### src/rtl/cpu_sequencer.sv
// rtl/cpu_sequencer.sv - multi-cycle fetch/decode/exec/mem/wb control unit
//
// Optional feature macro: CPU_SEQ_PERF_EN (builds the performance counters).
// Ports:
//   clk, rst_n                 clock, synchronous active-low reset
//   opcode                     decoder opcode: 0=LOAD, 1=STORE, 2..7=ALU
//   change_pc, branch_addr     branch-taken flag and target, used in EXEC
//   imem_ack, dmem_ack         memory handshake completions
//   halt                       level request to stop at the next retire
//   pc, state                  fetch address and current FSM state
//   imem_req, ir_load, dec_load, alu_en, dmem_req, dmem_we, reg_we
//                              one-cycle datapath strobes
//   instr_done, halted         retire pulse, halt status
//   cycle_cnt, retire_cnt, stall_cnt  performance counters
module cpu_sequencer #(
  parameter int              PC_W     = 16,
  parameter logic [PC_W-1:0] RESET_PC = '0
) (
  input  logic            clk,
  input  logic            rst_n,
  input  logic [2:0]      opcode,
  input  logic            change_pc,
  input  logic [PC_W-1:0] branch_addr,
  input  logic            imem_ack,
  input  logic            dmem_ack,
  input  logic            halt,
  output logic [PC_W-1:0] pc,
  output logic [2:0]      state,
  output logic            imem_req,
  output logic            ir_load,
  output logic            dec_load,
  output logic            alu_en,
  output logic            dmem_req,
  output logic            dmem_we,
  output logic            reg_we,
  output logic            instr_done,
  output logic            halted,
  output logic [31:0]     cycle_cnt,
  output logic [31:0]     retire_cnt,
  output logic [31:0]     stall_cnt
);

  typedef enum logic [2:0] {
    S_FETCH  = 3'd0,
    S_DECODE = 3'd1,
    S_EXEC   = 3'd2,
    S_MEM    = 3'd3,
    S_WB     = 3'd4,
    S_HALT   = 3'd5
  } state_t;

  localparam logic [PC_W-1:0] PC_ONE = {{(PC_W-1){1'b0}}, 1'b1};

  state_t          state_q, state_d;
  logic [PC_W-1:0] pc_q, pc_d;
  logic            stall;

  always_comb begin
    state_d    = state_q;
    pc_d       = pc_q;
    imem_req   = 1'b0;
    ir_load    = 1'b0;
    dec_load   = 1'b0;
    alu_en     = 1'b0;
    dmem_req   = 1'b0;
    dmem_we    = 1'b0;
    reg_we     = 1'b0;
    instr_done = 1'b0;
    halted     = 1'b0;
    stall      = 1'b0;
    case (state_q)
      S_FETCH: begin
        imem_req = 1'b1;
        if (imem_ack) begin
          ir_load = 1'b1;
          pc_d    = pc_q + PC_ONE;
          state_d = S_DECODE;
        end else begin
          stall = 1'b1;
        end
      end
      S_DECODE: begin
        dec_load = 1'b1;
        state_d  = S_EXEC;
      end
      S_EXEC: begin
        alu_en = (opcode >= 3'd2);
        // A taken branch retires here; no memory or writeback phase.
        if (change_pc) begin
          pc_d       = branch_addr;
          instr_done = 1'b1;
        end else if (opcode < 3'd2) begin
          state_d = S_MEM;
        end else begin
          state_d = S_WB;
        end
      end
      S_MEM: begin
        dmem_req = 1'b1;
        dmem_we  = (opcode == 3'd1);
        if (dmem_ack) begin
          if (opcode == 3'd1) instr_done = 1'b1;
          else                state_d    = S_WB;
        end else begin
          stall = 1'b1;
        end
      end
      S_WB: begin
        reg_we     = 1'b1;
        instr_done = 1'b1;
      end
      S_HALT: begin
        halted = 1'b1;
        if (!halt) state_d = S_FETCH;
      end
      default: state_d = S_FETCH;
    endcase
    // halt only takes effect at an instruction boundary.
    if (instr_done) state_d = halt ? S_HALT : S_FETCH;
  end

  always_ff @(posedge clk) begin
    if (!rst_n) begin
      state_q <= S_FETCH;
      pc_q    <= RESET_PC;
    end else begin
      state_q <= state_d;
      pc_q    <= pc_d;
    end
  end

  assign pc    = pc_q;
  assign state = state_q;

`ifdef CPU_SEQ_PERF_EN
  logic [31:0] cycle_q, cycle_d;
  logic [31:0] retire_q, retire_d;
  logic [31:0] stall_q, stall_d;

  always_comb begin
    cycle_d  = cycle_q + 32'd1;
    retire_d = retire_q + {31'd0, instr_done};
    stall_d  = stall_q + {31'd0, stall};
  end

  always_ff @(posedge clk) begin
    if (!rst_n) begin
      cycle_q  <= '0;
      retire_q <= '0;
      stall_q  <= '0;
    end else begin
      cycle_q  <= cycle_d;
      retire_q <= retire_d;
      stall_q  <= stall_d;
    end
  end

  assign cycle_cnt  = cycle_q;
  assign retire_cnt = retire_q;
  assign stall_cnt  = stall_q;
`else
  assign cycle_cnt  = 32'd0;
  assign retire_cnt = 32'd0;
  assign stall_cnt  = 32'd0;
`endif

endmodule

### config.mk
export PLATFORM = sky130hd
export DESIGN_NAME = cpu_sequencer
export DESIGN_NICKNAME = d
export VERILOG_FILES = /design/src/rtl/cpu_sequencer.sv
export SDC_FILE = /design/constraint.sdc
export NUM_CORES = 1
export LEC_CHECK = 0
export ABC_AREA = 1
export CAP_MARGIN = 20
export CORE_MARGIN = 4
export CORE_UTILIZATION = 35
export CTS_CLUSTER_SIZE = 10
export DETAILED_ROUTE_END_ITERATION = 8
export PLACE_DENSITY = 0.81
export SLEW_MARGIN = 5
export SYNTH_ARGS = -nofsm -noshare
export SYNTH_HDL_FRONTEND = slang
export SYNTH_SLANG_ARGS = --single-unit
### constraint.sdc
create_clock -name clk -period 1.5 [get_ports clk]
set_input_delay 0.3 -clock clk [delete_from_list [all_inputs] [get_ports clk]]
set_output_delay 0.3 -clock clk [all_outputs]
set_load 0.05 [all_outputs]
==> flow_summary.ini <==
[sta]
rsz0062_at_grt = yes
skew_ns = 0.00287
tns_ns = -1.45
timing.final.hold_violations = 0
worst_slack_ns = -0.214
setup_violations = 21
fin_crit_ns = 1.71
timing.final.crit_share = 1.14
drv_slew = 0
fmax_mhz = 583

[worst_setup_path]
arrival_ns = 1.41
r2r_setup_slack_ns = -0.12
critical_path_peak_fanout = 5
rr_startpoint = state[1]
rr_worst_depth = 11
rr_endpoint = pc[9]
cp-start-kind = flop
crit_type = flop to primary output
crit_path_start = state[2]
required_ns = 1.20
critPathCaptureType = primary output

[power_and_ir_drop]
p_int_mw = 2.80
pwr_density_cell_nw_per_um2 = 1780
seqPwrFrac = 0.146
p_comb_frac = 0.788
ir_worst_vdd_mv = 1.21
swShare = 0.527
p_leak_nw = 1.56
p_total_mw = 5.93
p_switching_mw = 3.13
pwr-share-clk = 0.066

[clock_network]
cts_sinks = 19
cts_made_buffers = 3
cts_tree = done
clk_pin_slew_ns = 0.08
cts_max_level = 1
cts_root_buf = clkbuf_8
clock_path_buffers = 2
clk_latency_ns = 0.27

[yosys]
mappedNetlistArea_um2 = 2080
seq_area_frac_synth = 0.183
synth-warning-count = 0
ys_ff_latch = 19
syn_avg_cell_area_um2 = 6.18
synth_cells = 337
synth_cell_types = 24

[floorplan]
die_w_um = 85.2
die_h_um = 85.2
rows = 27
initial_core_util = 0.369
dieArea_um2 = 7250
core_um2 = 5640
ioPinCount = 149

[hold_path]
hp-start = pc[0]
hp-class = flop to flop
min_to = pc[0]
whs_path_depth = 2

[routing]
dr.pass1.iters = 4
wl_per_cell_um = 13.5
ant_nets = 0
drt_wl_total_um = 6820
vias = 2251
post-route-drc-count = 0
vias_per_cell = 4.45
drtIter0Drc = 185

[global_route]
grt_max_degree = 23
antenna_found_initial = 0
overflow = 0
grt_pass1_vias = 2054
track_usage = 0.153
grt_pass1_wl_um = 9250

[place]
placed_area_um2 = 2830
portBuffers = 52
gp_congestion = 0.904
place_hpwl_um = 4330

[outcome]
violations = negative setup slack
status = complete, but fails checks

[final_layout]
layout_commonest_cell = conb_1
final_cell_mix = conb_1, nand2_1, nor2_1
drive_gt1_frac = 0.320
synthToLayoutAreaGrowth_pct = 59.6
antenna_cells = 0
num-fill-cells = 484
design_area_um2 = 3320
final_util = 0.589
fin_nets = 461

[job]
maxCapViolations = 0
## cells in the mapped netlist (all sizes together)
cell type,n,area [um^2]
nor3,3,26.3
xor2,2,17.5
nand3b,1,7.51
buf,100,747
nand4,6,37.5
clkbuf,3,11.3
inv,23,86.3
nand2,67,254
a31oi,3,18.8
nand3,20,100
nor2,51,191
clkinv,1,3.75
conb,1,3.75
dfxtp,19,380
ha,1,12.5
or2,4,25.0
a21oi,16,80.1
o21ai,16,80.1
## through the flow
step           cells  worst slack [ns]  hold slack [ns]
4_1_cts          494            -0.104            0.531
2_1_floorplan    432            -0.177            0.454
6_report         506            -0.214            0.517
5_1_grt          506            -0.253            0.542
3_5_place_dp     475            -0.153            0.518
3_3_place_gp     475            -0.103            0.499
## critical path, cell delays in order, from the launching register on
cell and delay [ns]:
dfxtp_4 0.38, nor2_4 0.20, nand2_4 0.10, nor2_4 0.15, nor2_4 0.08, nand2_4 0.09, buf_12 0.13
## routing by layer
layer | wire length, um | up-vias | track usage
li1 | - | 1068 | -
met1 | 2440 | 1027 | 0.181
met2 | 3550 | 141 | 0.270
met3 | 630 | 15 | 0.0272
met4 | 198 | 0 | 0.0662
met5 | 0 | - | 0
## worst max path at each step
stage                  to  slack, ns  depth (start not counted)
2_1_floorplan    state[2]      -0.18                          8
3_3_place_gp   instr_done      -0.10                          7
3_5_place_dp     state[2]      -0.15                         10
4_1_cts        instr_done      -0.10                          5
5_1_grt        instr_done      -0.25                          7
6_report       instr_done      -0.21                          6
## sequential cells by signal, summed over array words and instances (netlist names)
signal  count
state       3
pc         16
## power groups by stage
stage	clock, mW	combinational, mW	sequential (mW)
global route	0.400	4.92	0.887
global placement	0	3.49	0.897
CTS	0.385	3.92	0.843
finish	0.390	4.67	0.866
floorplan	0	2.00	1.29
detailed placement	0	3.54	0.905
## layout make-up
cell class	instances	area (um^2)	area share
clock buffer	4	45.0	0.0135
inverter	24	114	0.0342
multi-input combinational	286	1450	0.435
sequential	19	399	0.120
tap	72	90.1	0.0271
timing repair buffer	99	1210	0.364
timing repair inverter	2	20.0	0.00602
## cells by family after synthesis
logic type | after synthesis | synth area share
XOR/XNOR | 2 | 0.00841
AND/OR/NAND/NOR | 152 | 0.308
AO/OA/AOI/OAI | 35 | 0.0859
other | 1 | 0.00180
buffers and inverters | 127 | 0.407
adder cells (fa/ha/maj) | 1 | 0.00601
flip-flops | 19 | 0.183
## timing repair
item	CTS	global route
cloned	0	2
resized for setup	20	59
hold buffers	0	0
setup endpoints to repair	6	28
buffers inserted	15	11
pin swaps	6	14
Note: power is estimated with default switching activity, not from simulation.
